### src/rtl/btn_shot_charge.sv
// Shot-power charger: holding the debounced shoot button ramps a power meter,
// releasing it either offers the shot over valid/ready or reports a short tap.
module btn_shot_charge #(
  parameter int unsigned TICK_DIV = 1_000_000,
  parameter int unsigned PWR_W    = 8,
  parameter int unsigned MIN_PWR  = 4
) (
  input  logic             clk,
  input  logic             rst_n,
  input  logic             btn_db,
  input  logic             shot_ready,
  output logic             charging,
  output logic [PWR_W-1:0] meter,
  output logic             meter_full,
  output logic             shot_valid,
  output logic [PWR_W-1:0] shot_power,
  output logic             tap_pulse
);

  localparam int unsigned      DIV_W    = $clog2(TICK_DIV);
  localparam logic [DIV_W-1:0] DIV_LAST = DIV_W'(TICK_DIV - 1);
  localparam logic [PWR_W-1:0] PWR_MAX  = '1;
  localparam logic [PWR_W-1:0] MIN_LVL  = PWR_W'(MIN_PWR);

  typedef enum logic [1:0] {
    IDLE   = 2'd0,
    CHARGE = 2'd1,
    PEND   = 2'd2
  } state_e;

  state_e           state_q,      state_d;
  logic [DIV_W-1:0] div_cnt_q,    div_cnt_d;
  logic [PWR_W-1:0] meter_q,      meter_d;
  logic [PWR_W-1:0] shot_power_q, shot_power_d;
  logic             btn_prev_q,   btn_prev_d;
  logic             charging_q,   charging_d;
  logic             meter_full_q, meter_full_d;
  logic             shot_valid_q, shot_valid_d;
  logic             tap_pulse_q,  tap_pulse_d;

  logic rise;
  logic fall;

  always_comb begin
    rise = btn_db & ~btn_prev_q;
    fall = ~btn_db & btn_prev_q;

    state_d      = state_q;
    div_cnt_d    = div_cnt_q;
    meter_d      = meter_q;
    shot_power_d = shot_power_q;
    shot_valid_d = shot_valid_q;
    tap_pulse_d  = 1'b0;
    btn_prev_d   = btn_db;

    unique case (state_q)
      IDLE: begin
        meter_d   = '0;
        div_cnt_d = '0;
        if (rise) begin
          state_d = CHARGE;
        end
      end

      CHARGE: begin
        // A release wins over a coincident tick: the latched power is the
        // meter value shown in the release cycle.
        if (fall) begin
          div_cnt_d = '0;
          if (meter_q >= MIN_LVL) begin
            state_d      = PEND;
            shot_power_d = meter_q;
            shot_valid_d = 1'b1;
          end else begin
            state_d     = IDLE;
            tap_pulse_d = 1'b1;
            meter_d     = '0;
          end
        end else if (div_cnt_q == DIV_LAST) begin
          div_cnt_d = '0;
          if (meter_q != PWR_MAX) begin
            meter_d = meter_q + PWR_W'(1);
          end
        end else begin
          div_cnt_d = div_cnt_q + DIV_W'(1);
        end
      end

      PEND: begin
        if (shot_ready) begin
          state_d      = IDLE;
          shot_valid_d = 1'b0;
          meter_d      = '0;
        end
      end

      default: begin
        state_d      = IDLE;
        div_cnt_d    = '0;
        meter_d      = '0;
        shot_valid_d = 1'b0;
      end
    endcase

    charging_d   = (state_d == CHARGE);
    meter_full_d = (meter_d == PWR_MAX);
  end

  // btn_prev resets high so a button held through reset needs a fresh press.
  always_ff @(posedge clk or negedge rst_n) begin
    if (!rst_n) begin
      state_q      <= IDLE;
      div_cnt_q    <= '0;
      meter_q      <= '0;
      shot_power_q <= '0;
      btn_prev_q   <= 1'b1;
      charging_q   <= 1'b0;
      meter_full_q <= 1'b0;
      shot_valid_q <= 1'b0;
      tap_pulse_q  <= 1'b0;
    end else begin
      state_q      <= state_d;
      div_cnt_q    <= div_cnt_d;
      meter_q      <= meter_d;
      shot_power_q <= shot_power_d;
      btn_prev_q   <= btn_prev_d;
      charging_q   <= charging_d;
      meter_full_q <= meter_full_d;
      shot_valid_q <= shot_valid_d;
      tap_pulse_q  <= tap_pulse_d;
    end
  end

  assign charging   = charging_q;
  assign meter      = meter_q;
  assign meter_full = meter_full_q;
  assign shot_valid = shot_valid_q;
  assign shot_power = shot_power_q;
  assign tap_pulse  = tap_pulse_q;

endmodule

### config.mk
export PLATFORM = sky130hd
export DESIGN_NAME = btn_shot_charge
export DESIGN_NICKNAME = d
export VERILOG_FILES = /design/src/rtl/btn_shot_charge.sv
export SDC_FILE = /design/constraint.sdc
export NUM_CORES = 1
export LEC_CHECK = 0
export CELL_PAD_IN_SITES_DETAIL_PLACEMENT = 0
export CELL_PAD_IN_SITES_GLOBAL_PLACEMENT = 1
export CORE_ASPECT_RATIO = 1.1
export CORE_MARGIN = 8
export CORE_UTILIZATION = 49
export CTS_BUF_LIST = sky130_fd_sc_hd__clkbuf_2
export DETAILED_ROUTE_END_ITERATION = 10
export PLACE_DENSITY_LB_ADDON = 0.2
export SLEW_MARGIN = 10
export SYNTH_ARGS = -nofsm -noshare
export SYNTH_HDL_FRONTEND = slang
export SYNTH_SLANG_ARGS = --single-unit
### constraint.sdc
create_clock -name clk -period 3.23 [get_ports clk]
set_clock_uncertainty 0.15 [all_clocks]
set_input_delay 0.969 -clock clk [delete_from_list [all_inputs] [get_ports clk]]
set_output_delay 0.969 -clock clk [all_outputs]
set_load 0.1 [all_outputs]
==> After elaboration in Yosys (flattened, before gate mapping) <==
Cells that the tools add are included.
{ "op_classes": {"n_div": 0, "bitwise": 5, "n_mul": 0, "reduce_logical": 3, "n_mux": 21, "eq_ne": 9, "shift": 0, "order_cmp": 1, "n_addsub": 2} }
{ "ops": {"columns": ["operator", "n"], "rows": [
  ["20-bit two-way mux", 2],
  ["8-bit two-way mux", 5],
  ["20-bit case mux with 2 select lines", 1],
  ["20-bit by 1-bit adder with 20-bit output, second input constant", 1],
  ["20-bit == test, second input constant", 1],
  ["8-bit case mux with 2 select lines", 1],
  ["8-bit by 1-bit adder with 8-bit output, second input constant", 1],
  ["8-bit == test, second input constant", 1],
  ["8-bit by 3-bit greater-or-equal comparator with 1-bit output, second input constant", 1],
  ["2-bit two-way mux", 4],
  ["8-bit != test, second input constant", 1],
  ["1-bit two-way mux", 6],
  ["2-bit != test, second input constant", 3],
  ["2-bit case mux with 3 select lines", 1],
  ["2-bit by 1-bit == test with 1-bit output, second input constant", 2],
  ["4-bit AND reduction", 1],
  ["1-bit NOT", 3],
  ["1-bit case mux with 3 select lines", 1],
  ["3-bit AND reduction", 1],
  ["1-bit AND", 2],
  ["2-bit == test, second input constant", 1],
  ["2-bit zero test", 1]
]} }
{ "totals": {"rom_bits": 0, "input_bits": 4, "ramBits": 0, "output_inout_bits": 20, "latch_bits": 0, "word_cells": 50, "mem_count": 0, "reg_bits": 43} }

==> Logic depth before layout (Yosys ltp) <==
{ "logic_depth": {"depth_word": 6, "depth_mapped": 9, "ltp_nobuf": 8} }

==> Worst setup path after synthesis <==
No wires, ideal clock.
{ "synth_path": {"kind": "register -> register", "from": "register meter_q[4], in the netlist meter[4]", "to": "register meter_full_q, in the netlist meter_full", "t_required_ns": 2.984, "path_slack_ns": 0.575, "path_stages_with_launch": 7, "period_less_slack_ns": 2.655, "setup_ns": 0.096, "path_buffers": 0, "arrival_ns": 2.409, "cell_sequence": "dfrtp_1 > nand4_1 > o211ai_4 > nor4b_1 > o21ai_0 > o21ai_0 > nor4_2"} }
{ "synth_between": {"elab_chain_cells": 6, "word_cells_on_any_way": 10, "cone_classes": "add/sub (1); order compare (1); eq/ne (2); mux (6)"} }
{ "synth_rtl": {"columns": ["item", "line", "text"], "rows": [
  ["from (decl)", "33", "logic [PWR_W-1:0] meter_q, meter_d;"],
  ["from (signal assigned)", "124", "meter_q <= meter_d;"],
  ["8-bit by 1-bit adder with 8-bit output / 8-bit != test (equally long branches)", "82, 81", null],
  ["8-bit two-way mux", "81", "if (meter_q != PWR_MAX) begin"],
  ["8-bit two-way mux", "79", "end else if (div_cnt_q == DIV_LAST) begin"],
  ["8-bit two-way mux", "68", "if (fall) begin"],
  ["8-bit case mux with 2 select lines *", "56", "unique case (state_q)"],
  ["8-bit == test *", "106", "meter_full_d = (meter_d == PWR_MAX);"],
  ["named net meter_full_d", "37", "logic meter_full_q, meter_full_d;"],
  ["to (signal assigned)", "128", "meter_full_q <= meter_full_d;"],
  ["to (decl)", "37", null]
]} }
Mark *: on every way through the listed nets, which the timed path passes. The rest lies on a longest branch.
A chain may end at the register's enable or synchronous reset.

==> Worst setup path in the final report <==
{ "layout_path": {"from": "input port btn_db", "to": "register meter_full_q, in the netlist meter_full"} }
{ "layout_between": {"elab_chain_cells": 5} }
{ "layout_rtl": {"columns": ["item", "line", "text"], "rows": [
  ["from (decl)", "10", "input logic btn_db,"],
  ["1-bit NOT", "46", "fall = ~btn_db & btn_prev_q;"],
  ["1-bit AND", "46", null],
  ["8-bit two-way mux", "68", null],
  ["8-bit case mux with 2 select lines", "56", null],
  ["8-bit == test", "106", null],
  ["named net meter_full_d", "37", null]
]} }
The timed path passes the listed nets, and every way through them passes these cells.

==> out/metrics.cfg <==
[outcome]
status = finished, final reports clean

[cts]
post_cts_buffers = 0
cts_buffer_depth = 2
cts_tree = built
h-tree-depth = 2
cts_root_buffer = clkbuf_2
clkTransAtPathRegs_ps = 230
post_cts_resized = 0
ctsHoldBuffers = 0
cts_made_buffers = 5
clock_sinks = 43
clkLatencyLatePin_ps = 420

[place]
io_buffers = 23
place_ws_ps = 151
dp_hpwl_microns = 3970
place_congestion = 0.943

[grt]
grt_pass1_vias = 1878
grt_max_degree = 28
grt_use_total = 0.159
grt_pass1_wl_microns = 9000
antenna_found_initial = 0
gr-total-overflow = 0

[detailed_routing]
avgViaCountPerCell = 5.74
drt_iter0_drc = 103
routed_wl_microns = 5360
ant_nets = 0
routed-via-count = 1849
drc = 0
detail_route.first_pass.iterations = 4
avgRoutedWirePerCell_microns = 16.6

[sta]
finalCritPeriodShare = 0.826
slew_headroom = 0.686
max_freq_ghz = 0.375
rsz0062_at_grt = no
hold_viol_final = 0
postLayoutSetupSlackWorst_ps = 563
drv_slew = 0
layout_min_cycle_time_ps = 2670
worst_pin_slew_ps = 470
tns_ps = 0
final-setup-viol-count = 0

[floorplan]
die_area_sq_mm = 0.00725
coreArea_sq_mm = 0.00462
start_util = 0.507
ios = 24
rows = 26
dieWidth_microns = 81.9
die_h_microns = 88.5

[worst_setup_path]
cp-end-kind = flop
crit_type = in2reg
cp_num_buf_inv = 1
cp-start-kind = input port
critical-path-top-delay-family = simple AND/OR/NAND/NOR gates
crit_arrival_ps = 2840
cpMaxStageDelayCell = clkdlybuf4s50_1
crit_fanout = 9
worstPathRequired_ps = 3410
reg2reg_from = div_cnt_q[6]
slowest_delay_ps = 560
cp_cell_sequence = clkdlybuf4s50_1, nand2b_1, o211ai_4, or4_1, nand3_1, o2111ai_1, nor4_2
cp-startpoint = btn_db

[worst_hold_path]
hold_path.class = in2async

[synth]
ys_seq_elements = 43
synth_top_family_by_area = simple AND/OR/NAND/NOR gates
syn_inst = 239
yosys.area_share.simple = 0.272
avgSynthCellArea_sq_um = 9.79
ys.flop_type = dfrtp_1
synth_compound_area_frac = 0.103
synth_adder_area_share = 0.0374
syn_nets = 250
yosysWarnings = 0
synth.distinct_cells = 47
synth-edff-count = 0
ys_seq_area_frac = 0.460
synthArstFlopShare = 1.00
synthMuxAreaShare = 0.0230
synth_area_sq_mm = 0.00234
synth-xor-area-share = 0.0711

[layout]
nets = 276
area_growth_pct = 13.8
mostFrequentLayoutCells = 42 x dfrtp_1, 37 x nor2_1, 24 x buf_4
final_common_cell = dfrtp_1
final_layout_size_suffix_gt1_frac = 0.165
antennaDiodeCount = 0

[pwr]
powerDensity_mw_per_mm2 = 483
leakagePower_nw = 1.21
p_total_mw = 1.29
ir_worst_vdd_mv = 0.388

[run]
drv_cap = 0

[Yosys cell counts (2+ instances only)]
cell type	count	area, sq um
xnor2_1	6	52.6
and2_1	3	18.8
nor4_2	2	25.0
nor2_1	37	139
nor4b_1	2	17.5
ha_1	7	87.6
o31a_1	2	17.5
and3_1	5	31.3
a21oi_1	4	20.0
nor4b_4	2	47.6
a22o_1	2	17.5
nand4_1	6	37.5
nor4_1	2	12.5
mux2_2	3	33.8
and3b_1	2	17.5
o21a_1	2	15.0
inv_1	10	37.5
dfrtp_1	42	1050
nand3_1	13	65.1
nand2b_1	5	31.3
a31oi_1	4	25.0
nor3_1	6	30.0
clkbuf_1	6	22.5
o211a_1	2	20.0
or3_1	3	18.8
xor2_1	13	114
nand2_1	18	67.6
mux2i_1	2	20.0
nor2b_1	3	18.8
o21ai_0	8	40.0
[metrics by stage]
step	util	area, sq um	hold WS [ps]	instances
6_report	0.577	2670	273	322
5_1_grt	0.577	2670	287	322
4_1_cts	0.577	2670	283	322
3_5_place_dp	0.557	2570	324	314
3_3_place_gp	0.557	2570	313	314
2_1_floorplan	-	2340	348	239
[final cells by class]
type                            instances  area (sq um)
Fill cell                             425          1950
Multi-Input combinational cell        178          1180
Sequential cell                        43          1080
Timing Repair Buffer                   27           205
Tap cell                               56          70.1
Clock inverter                          2          60.1
Inverter                               10          37.5
Clock buffer                            6          30.0
[state kept, by name, indices dropped and copies added (netlist names)]
signal	flops
meter	8
meter_full	1
btn_prev_q	1
shot_valid	1
tap_pulse	1
shot_power	8
div_cnt_q	20
state_q	2
charging	1
[power by group]
group	leakage (nW)	switching [mW]	internal, mW	total [mW]
logic	0.561	0.223	0.0911	0.314
registers	0.592	0.0193	0.564	0.583
clock network	0.0532	0.178	0.212	0.389
total	1.21	0.419	0.867	1.29
[final timing paths]
kind,endpoint,slack (ps),cells after the start
hold / removal,div_cnt_q[2],270,1
setup / recovery,meter_full,560,7
hold reg to reg,shot_power[1],360,2
setup reg to reg,meter_full,800,6
max in group asynchronous,meter[6],1960,2
min in group clk,shot_power[1],360,2
[routing by layer]
layer  vias to the layer above  routed length (microns)  global-route usage
met4                         0                       96              0.0623
met3                         9                      203              0.0274
met1                       910                     2500               0.206
li1                        890                        -                   -
met2                        40                     2550               0.254
met5                         -                        0                   0
[kinds of logic (layout without fill, tap and decap cells)]
group	after synthesis	in the layout
flops	43	43
fa+ha+maj	7	7
xor+xnor	19	19
buf+inv	18	45
simple gates	115	115
compound gates	32	32
mux	5	5
Note: power is estimated with default switching activity, not from simulation.
